===== config.mk =====
export PLATFORM = sky130hd
export DESIGN_NAME = sequenciador_disparo_uc_flat
export DESIGN_NICKNAME = d
export VERILOG_FILES = /design/src/rtl/sequenciador_disparo_uc_pkg.sv /design/src/rtl/sequenciador_disparo_uc_if.sv /design/src/rtl/sequenciador_disparo_uc_contador_m.sv /design/src/rtl/sequenciador_disparo_uc.sv /design/src/flat_wrapper.sv
export SDC_FILE = /design/constraint.sdc
export NUM_CORES = 1
export LEC_CHECK = 0
export BUFFER_PORTS_ARGS = -buffer_cell sky130_fd_sc_hd__buf_2
export CAP_MARGIN = 25
export CORE_MARGIN = 3
export CORE_UTILIZATION = 56
export DETAILED_ROUTE_END_ITERATION = 10
export PLACE_DENSITY = 0.74
export SLEW_MARGIN = 20
export SYNTH_ARGS = -nofsm -noshare
export SYNTH_HDL_FRONTEND = slang
export SYNTH_HIERARCHICAL = 1
export SYNTH_SLANG_ARGS = --single-unit

===== constraint.sdc =====
create_clock -name clock -period 6.3 [get_ports clock]
set_clock_uncertainty 0.05 [all_clocks]
set_input_delay 1.89 -clock clock [delete_from_list [all_inputs] [get_ports clock]]
set_output_delay 1.89 -clock clock [all_outputs]
set_load 0.02 [all_outputs]

===== src/rtl/sequenciador_disparo_uc_pkg.sv =====
// Shared definitions for the turret firing control unit.
// State codes are fixed so db_estado matches the debug display.
package sequenciador_disparo_uc_pkg;

  typedef enum logic [3:0] {
    INICIAL    = 4'd0,
    PRONTO     = 4'd1,
    DISPARA    = 4'd2,
    DECREMENTA = 4'd3,
    RECARGA    = 4'd4,
    VAZIO      = 4'd5,
    REABASTECE = 4'd6
  } estado_t;

  localparam int MUNICAO_MAX_DEF = 6;
  localparam int W_MUN_DEF       = 3;
  localparam int T_GATILHO_DEF   = 2_000_000;
  localparam int W_T_DEF         = 25;

endpackage


===== src/rtl/sequenciador_disparo_uc_if.sv =====
// Control/status bundle between the firing control unit and its
// surroundings (operator inputs, reload stage, status outputs).
interface sequenciador_disparo_uc_if #(
  parameter int W_MUN = 3
);

  logic             disparar;
  logic             carregar_pente;
  logic             fim_recarga;
  logic             contar_recarga;
  logic             gatilho;
  logic             pronto;
  logic             sem_municao;
  logic [W_MUN-1:0] municao;
  logic [3:0]       db_estado;

  modport master (
    output disparar,
    output carregar_pente,
    output fim_recarga,
    input  contar_recarga,
    input  gatilho,
    input  pronto,
    input  sem_municao,
    input  municao,
    input  db_estado
  );

  modport slave (
    input  disparar,
    input  carregar_pente,
    input  fim_recarga,
    output contar_recarga,
    output gatilho,
    output pronto,
    output sem_municao,
    output municao,
    output db_estado
  );

endinterface


===== src/rtl/sequenciador_disparo_uc_contador_m.sv =====
// Modulo-M up counter with synchronous clear; fim flags the last
// count. Used as the trigger hold timer.
module sequenciador_disparo_uc_contador_m #(
  parameter int N = 25,
  parameter int M = 2_000_000
) (
  input  logic clock,
  input  logic reset,
  input  logic zera_s,
  input  logic conta,
  output logic fim
);

  localparam logic [N-1:0] ULTIMO = N'(M - 1);

  logic [N-1:0] q_q;
  logic [N-1:0] q_d;

  always_comb begin
    q_d = q_q;
    if (zera_s) begin
      q_d = '0;
    end else if (conta) begin
      q_d = (q_q == ULTIMO) ? '0 : q_q + N'(1);
    end
  end

  always_ff @(posedge clock or posedge reset) begin
    if (reset) q_q <= '0;
    else       q_q <= q_d;
  end

  assign fim = (q_q == ULTIMO);

endmodule


===== src/rtl/sequenciador_disparo_uc.sv =====
// Turret firing control unit: fire request -> timed trigger ->
// magazine decrement -> reload handshake; refill when empty.
module sequenciador_disparo_uc
  import sequenciador_disparo_uc_pkg::*;
#(
  parameter int MUNICAO_MAX = MUNICAO_MAX_DEF,
  parameter int W_MUN       = W_MUN_DEF,
  parameter int T_GATILHO   = T_GATILHO_DEF,
  parameter int W_T         = W_T_DEF
) (
  input logic                     clock,
  input logic                     reset,
  sequenciador_disparo_uc_if.slave bus
);

  localparam logic [W_MUN-1:0] CHEIO = W_MUN'(MUNICAO_MAX);

  estado_t          est_q, est_d;
  logic [W_MUN-1:0] mun_q, mun_d;
  logic             disp_q, disp_d;
  logic             borda;
  logic             fim_t;

  assign disp_d = bus.disparar;
  assign borda  = bus.disparar & ~disp_q;

  sequenciador_disparo_uc_contador_m #(
    .N (W_T),
    .M (T_GATILHO)
  ) u_timer (
    .clock  (clock),
    .reset  (reset),
    .zera_s (est_q != DISPARA),
    .conta  (1'b1),
    .fim    (fim_t)
  );

  always_comb begin
    est_d = est_q;
    mun_d = mun_q;
    unique case (est_q)
      INICIAL: est_d = PRONTO;
      PRONTO: begin
        if (borda)                   est_d = DISPARA;
        else if (bus.carregar_pente) est_d = REABASTECE;
      end
      DISPARA: begin
        if (fim_t) est_d = DECREMENTA;
      end
      DECREMENTA: begin
        if (mun_q != '0) mun_d = mun_q - W_MUN'(1);
        est_d = RECARGA;
      end
      RECARGA: begin
        if (bus.fim_recarga)
          est_d = (mun_q == '0) ? VAZIO : PRONTO;
      end
      VAZIO: begin
        if (bus.carregar_pente) est_d = REABASTECE;
      end
      REABASTECE: begin
        mun_d = CHEIO;
        est_d = PRONTO;
      end
      default: est_d = INICIAL;
    endcase
  end

  always_ff @(posedge clock or posedge reset) begin
    if (reset) begin
      est_q  <= INICIAL;
      mun_q  <= CHEIO;
      disp_q <= 1'b0;
    end else begin
      est_q  <= est_d;
      mun_q  <= mun_d;
      disp_q <= disp_d;
    end
  end

  // Moore outputs, so reset clears them without waiting for a clock
  assign bus.gatilho        = (est_q == DISPARA);
  assign bus.contar_recarga = (est_q == RECARGA);
  assign bus.pronto         = (est_q == PRONTO);
  assign bus.sem_municao    = (est_q == VAZIO);
  assign bus.municao        = mun_q;
  assign bus.db_estado      = est_q;

endmodule

===== src/flat_wrapper.sv =====
// flat-port wrapper written by rule: the top's interface ports become plain ports
module sequenciador_disparo_uc_flat import sequenciador_disparo_uc_pkg::*;
#(
  parameter int MUNICAO_MAX = MUNICAO_MAX_DEF,
  parameter int W_MUN       = W_MUN_DEF,
  parameter int T_GATILHO   = T_GATILHO_DEF,
  parameter int W_T         = W_T_DEF
)
  (clock, reset, bus_disparar, bus_carregar_pente, bus_fim_recarga, bus_contar_recarga, bus_gatilho, bus_pronto, bus_sem_municao, bus_municao, bus_db_estado);
  sequenciador_disparo_uc_if #(.W_MUN(W_MUN)) bus_i ();
  input logic clock;
  input logic reset;
  input wire logic [$bits(bus_i.disparar)-1:0] bus_disparar;
  input wire logic [$bits(bus_i.carregar_pente)-1:0] bus_carregar_pente;
  input wire logic [$bits(bus_i.fim_recarga)-1:0] bus_fim_recarga;
  output wire logic [$bits(bus_i.contar_recarga)-1:0] bus_contar_recarga;
  output wire logic [$bits(bus_i.gatilho)-1:0] bus_gatilho;
  output wire logic [$bits(bus_i.pronto)-1:0] bus_pronto;
  output wire logic [$bits(bus_i.sem_municao)-1:0] bus_sem_municao;
  output wire logic [$bits(bus_i.municao)-1:0] bus_municao;
  output wire logic [$bits(bus_i.db_estado)-1:0] bus_db_estado;
  assign bus_i.disparar = bus_disparar;
  assign bus_i.carregar_pente = bus_carregar_pente;
  assign bus_i.fim_recarga = bus_fim_recarga;
  assign bus_contar_recarga = bus_i.contar_recarga;
  assign bus_gatilho = bus_i.gatilho;
  assign bus_pronto = bus_i.pronto;
  assign bus_sem_municao = bus_i.sem_municao;
  assign bus_municao = bus_i.municao;
  assign bus_db_estado = bus_i.db_estado;
  sequenciador_disparo_uc #(.MUNICAO_MAX(MUNICAO_MAX), .W_MUN(W_MUN), .T_GATILHO(T_GATILHO), .W_T(W_T)) u_core (.clock(clock), .reset(reset), .bus(bus_i));
endmodule

==> results of run 1 <==
## per-layer routing
metal  up-vias  global-route usage  wire length (um)
met5         -                   0                 0
met4         0              0.0492                37
met3         5              0.0632               227
met2        56               0.365              2050
met1       844               0.317              2040
li1        844                   -                 -
## flip-flops by register name, summed over array words and instances (netlist names)
signal / cells
u_core/bus.municao: 3
u_core/disp_q: 1
u_core/u_timer/q_q: 25
u_core/bus.db_estado: 4
## where the power goes
group | internal, W | total [W] | switching [W]
clock network | 0.0000808 | 0.000156 | 0.0000749
registers | 0.000229 | 0.000251 | 0.0000228
logic | 0.0000409 | 0.000107 | 0.0000657
total | 0.000350 | 0.000514 | 0.000163
## logic make-up (layout without fill, tap and decap cells)
group	count (synthesis)	count (layout)	synth area share
AND/OR/NAND/NOR	94	94	0.286
other	2	2	0.00381
adder cells (fa/ha/maj)	3	3	0.0191
XOR/XNOR	8	8	0.0356
buffers and inverters	21	35	0.0540
flip-flops	33	33	0.421
AO/OA/AOI/OAI	56	56	0.181
## cell usage after synthesis (2+ instances only)
| master | instances |
|---|---|
| ha_1 | 3 |
| conb_1 | 2 |
| dfstp_2 | 2 |
| inv_1 | 11 |
| xnor2_1 | 5 |
| o211ai_1 | 4 |
| or3_1 | 5 |
| and3_1 | 3 |
| and4_1 | 3 |
| xor2_1 | 3 |
| o22ai_1 | 2 |
| a2bb2oi_1 | 2 |
| nor3_1 | 4 |
| and2b_1 | 2 |
| nand4_1 | 7 |
| dfrtp_1 | 31 |
| nand2b_1 | 2 |
| nand2_1 | 12 |
| clkbuf_1 | 2 |
| a21oi_1 | 21 |
| nor4b_1 | 2 |
| buf_4 | 2 |
| buf_2 | 4 |
| nor4_1 | 7 |
| nor2b_1 | 4 |
| a311oi_1 | 2 |
| o31ai_1 | 10 |
| nor2_1 | 14 |
| buf_6 | 2 |
| o21ai_0 | 9 |
| nand3_1 | 12 |
| or4_1 | 10 |
## stage by stage
stage	total power, W	cell area [um^2]	cells
floorplan	0.000329	1970	217
global placement	0.000354	2040	267
detailed placement	0.000359	2040	267
CTS	0.000515	2110	274
global route	0.000544	2130	275
finish	0.000514	2130	275
## final cells by class
class	instances	area, um^2
timing repair buffer	17	97.6
tap	44	55.1
sequential	33	828
multi-input combinational	163	1030
fill	302	1070
clock buffer	5	37.5
inverter	11	41.3
clock inverter	2	35.0
## path summary, 6_finish.rpt
kind | from | to | slack [ps] | cells past startpoint
setup reg to reg | u_core/u_timer/q_q[0] | u_core/u_timer/q_q[24] | 3960 | 5
max in group asynchronous | reset | u_core/u_timer/q_q[2] | 4250 | 3
hold / removal | u_core/bus.municao[1] | u_core/bus.municao[1] | 490 | 1
setup / recovery | u_core/bus.db_estado[1] | bus_gatilho | 2520 | 4
min in group asynchronous | reset | u_core/disp_q | 1440 | 2
hold reg to reg | u_core/bus.municao[1] | u_core/bus.municao[1] | 490 | 1
==> impl_results.md, run 1 <==
* PortBufs at 15
* Fin. Hold Viols at 0
* Most common library cell in the layout ignoring fill and taps: dfrtp_1
* Clock transition at path regs at ~100 ps
* Family with the most delay on the worst path: simple AND/OR/NAND/NOR gates
* TritonRoute pass-1 iters at 4
* Post-synth EDFFs at 0
* Worst hold path class: reg -> reg
* Yosys warning count at 6
* RSZ-0062 raised after global routing: no
* Sink Count at 33
* Top cells by area, synth: dfrtp_1, a21oi_1, o31ai_1
* Max Transition Viols Final at 0
* Post-Place Worst Slack at roughly 2900 ps
* Critical Path RT at ~4400 ps
* Yosys top cell by area: dfrtp_1
* Max-cap violation count at 0
* GRT Overall Usage at 0.231
* Initial DRC count at 180
* Dpl hpwl at about 3000 um
* Core Area at approximately 3200 um^2
* Rows at 20
* # resized after CTS at 0
* Slew HR at 0.657
* PwrDens at 241 nW/um^2
* Die X at 65.3 um
* Layout cells sized above 1 at 0.134
* CP cell instances: nand2b_4 > or3_1 > inv_1 > buf_2
* Syn Area/Cell at roughly 9 um^2
* Chip height at between 60 and 70 um
* Setup TNS Final at 0 ps
* Critical path startpoint category: flip-flop
* Final #Nets at about 240
* Most frequent cells in the layout: dfrtp_1, a21oi_1, buf_2
* Fmax achieved at between 200 and 300 MHz
* Area delta synth->final at 8.13%
* Total number of vias at around 1700
* CTS max path bufs at 2
* Post-DR vias/cell at 6.36
* Setup CP Type: reg -> out
* # H-tree levels at 2
* Util after Layout at 0.665
* Outcome: completed
* Largest net degree at the start of global routing at 26
* Setup ws final at ~2500 ps
* Total gr overflow at 0
* Root Driver: clkbuf_4
* Critical Path End Type: output port
* Final setup vio count at 0
* Num ports at 16
* Wire per inst at 15.8 um
* Drt drc at 0
* Post CTS Setup Buffer Count at 0
* Synth Flop Type: dfrtp_1
* Die area at between 4000 and 5000 um^2
* Worst Tran Pin Value at between 500 and 600 ps
* Global placer's final weighted congestion at 0.893
* Flops & latches, synth at 33
* Distinct cells, synth at 45
* Tcrit/Tclk final at 0.599
* Antenna-violating nets left at 0
* Slowest stage delay, CP at between 600 and 700 ps
* Net Count, Synth at roughly 230
* Mapped Area at roughly 2000 um^2
* Peak VDD IR at 177 uV
* Sequential area share after synthesis at 0.421
* # diodes at 0
* Mapped Cells at around 220
* Vias in the first global route at between 1500 and 2000
* Worst EP arrival at 1840 ps
* Initial antenna violation count at 0
* Bufs and invs on worst path at 2
* Clk_lat worst skew at 340 ps
* Worst-path maximum fanout at 13
* Final Hold Slack at between 400 and 500 ps
* Final min period at roughly 3800 ps
* CTS buffer count at 5
* FFs w/ async S/R, synth at 1.00
* CTS tree: done
* Leak Pwr at 0.826 nW
* Crit path max-delay cell type: dfrtp_1
* Starting density of the core at 0.615
* Hold-fix buffers at CTS at 0
* Area share of the largest cell type after synthesis at 0.394
* First-pass GRT wire length at 7750 um
* Post-Route WL at ~4400 um
Power figures use the tool's default switching activity.
==> inputs of run 2 (changes only) <==
--- a/config.mk
+++ b/config.mk
@@ -8,7 +8,7 @@
 export BUFFER_PORTS_ARGS = -buffer_cell sky130_fd_sc_hd__buf_2
 export CAP_MARGIN = 25
 export CORE_MARGIN = 3
-export CORE_UTILIZATION = 56
+export CORE_UTILIZATION = 53
 export DETAILED_ROUTE_END_ITERATION = 10
 export PLACE_DENSITY = 0.74
 export SLEW_MARGIN = 20
==> constraint.sdc (replaced) <==
create_clock -name clock -period 3.1 [get_ports clock]
set_clock_uncertainty 0.05 [all_clocks]
set_input_delay 0.93 -clock clock [delete_from_list [all_inputs] [get_ports clock]]
set_output_delay 0.93 -clock clock [all_outputs]
set_load 0.02 [all_outputs]
==> impl_results.md, run 2 (same netlist as run 1, synthesis figures left out) <==
* Wire length on met3 at 124 um (-45%)
* Post-DR vias/cell at 6.02 (-5.4%)
* Sink Count at 33 (unchanged)
* GRT Overall Usage at 0.202 (-0.0286)
* Post CTS Setup Buffer Count at 0 (unchanged)
* Die X at 67.0 um (+2.5%)
* Peak VDD IR at 387 uV (+120%)
* Biggest register: u_core/u_timer/q_q
* Setup ws final at 458 ps (-2070 ps)
* Setup CP Type: reg -> out
* Global placer's final weighted congestion at 0.850 (-4.8%)
* Outcome: completed
* Fillers at 309 (+2.3%)
* Hold-fix buffers at CTS at 0 (unchanged)
* Max-cap violation count at 0 (unchanged)
* Fin. Hold Viols at 0 (unchanged)
* PwrDens at 520 nW/um^2 (+120%)
* # diodes at 0 (unchanged)
* DR top layer: met4
* TritonRoute pass-1 iters at 4 (unchanged)
* RSZ-0062 raised after global routing: no
* Clk_lat worst skew at 280 ps (-60 ps)
* Worst EP arrival at 1660 ps (-180 ps)
* Chip height at 67.0 um (+2.5%)
* Most common library cell in the layout ignoring fill and taps: dfrtp_1
* Max Transition Viols Final at 0 (unchanged)
* Vias in the first global route at 1499 (-11%)
* Post-Route WL at 4060 um (-6.8%)
* Met2 wire length at 1790 um (-12%)
* Starting density of the core at 0.568 (-0.0470)
* Wire per inst at 14.5 um (-8.4%)
* Worst-path maximum fanout at 13 (unchanged)
* Antenna-violating nets left at 0 (unchanged)
* CTS tree: done
* Total number of vias at 1685 (-3.7%)
* Initial DRC count at 128 (-29%)
* Rows at 21 (+5.0%)
* Core Area at 3470 um^2 (+8.3%)
* Final #Nets at 241 (+0.84%)
* Leak Pwr at 0.850 nW (+3.0%)
* First-pass GRT wire length at 6880 um (-11%)
* Max reg flops at 25 (unchanged)
* CTS max path bufs at 2 (unchanged)
* Layout cells sized above 1 at 0.141 (+0.00683)
* Worst Tran Pin Value at 525 ps (+11.3 ps)
* Post-Place Worst Slack at 755 ps (-2160 ps)
* Critical Path RT at 2120 ps (-2240 ps)
* Die area at 4480 um^2 (+5.1%)
* Setup TNS Final at 0 ps (unchanged)
* Worst hold path class: reg -> reg
* Tcrit/Tclk final at 0.852
* Slew HR at 0.649 (-0.00754)
* Root Driver: clkbuf_8
* Critical path startpoint category: flip-flop
* Layout Cells excl Fill at 280 (+1.8%)
* # resized after CTS at 0 (unchanged)
* Final setup vio count at 0 (unchanged)
* Post-Place Cells at 272 (+1.9%)
* Initial antenna violation count at 0 (unchanged)
* Dpl hpwl at 2750 um (-8.8%)
* PortBufs at 15 (unchanged)
* Met1 wire length at 2080 um (+2.0%)
* # H-tree levels at 2 (unchanged)
* Final min period at between 2000 and 3000 ps
* Largest net degree at the start of global routing at 26 (unchanged)
* Most frequent cells in the layout: dfrtp_1, a21oi_1, buf_2
* CTS buffer count at 5 (unchanged)
* Total gr overflow at 0 (unchanged)
* Clock transition at path regs at 70 ps (-30 ps)
* Critical Path End Type: output port
* Fmax achieved at 379 MHz
* Drt drc at 0 (unchanged)
* Area delta synth->final at 10.9%
* Num ports at 16 (unchanged)
## run 2: cell count changes in the layout (fill, tap and decap cells not counted)
cell	before	now
clkbuf_8	0	6
buf_8	1	0
buf_4	1	4
clkinv_2	1	0
clkbuf_1	0	1
clkbuf_4	5	0
## run 2: where the power goes
group	leakage [nW]	switching, W	internal, W
combinational	0.345	0.000133	0.0000832
sequential	0.447	0.0000373	0.000465
clock	0.0585	0.000155	0.000262
total	0.850	0.000325	0.000810
## run 2: cell type report
cell class / instances / area [um^2] / share of cell area
clock buffer: 7 / 86.3 / 0.0395
timing repair buffer: 19 / 105 / 0.0481
clock inverter: 1 / 30.0 / 0.0138
sequential: 33 / 828 / 0.379
multi-input combinational: 163 / 1030 / 0.474
inverter: 11 / 41.3 / 0.0189
tap: 46 / 57.6 / 0.0264
## run 2: metrics by stage
stage          power (W)   util  hold WS [ps]  cell area, um^2
6_report         0.00114  0.630           488             2180
5_1_grt          0.00120  0.630           501             2180
4_1_cts          0.00115  0.630           489             2180
3_5_place_dp    0.000725  0.596           479             2070
3_3_place_gp    0.000726  0.596           473             2070
2_1_floorplan   0.000669      -           469             1970
## run 2: final timing paths
kind                                              start                      to  slack (ps)  depth (start not counted)
min in group asynchronous                         reset           u_core/disp_q         540                          2
max in group asynchronous                         reset   u_core/u_timer/q_q[2]        2110                          3
worst max register to register    u_core/u_timer/q_q[0]  u_core/u_timer/q_q[22]         750                          5
worst min-delay path              u_core/bus.municao[1]   u_core/bus.municao[1]         490                          1
worst min register to register    u_core/bus.municao[1]   u_core/bus.municao[1]         490                          1
worst max-delay path            u_core/bus.db_estado[1]             bus_gatilho         460                          5
## run 2: metal layers
metal,global-route usage,vias up
li1,-,848
met3,0.0455,4
met2,0.304,25
met5,0,-
met4,0.0759,0
met1,0.282,808
## run 2: critical path, stage by stage, from the launching register on
cell and delay [ps]:
dfrtp_1 570, nand2b_4 110, or3_1 310, buf_4 190
inv_1 50, buf_2 150
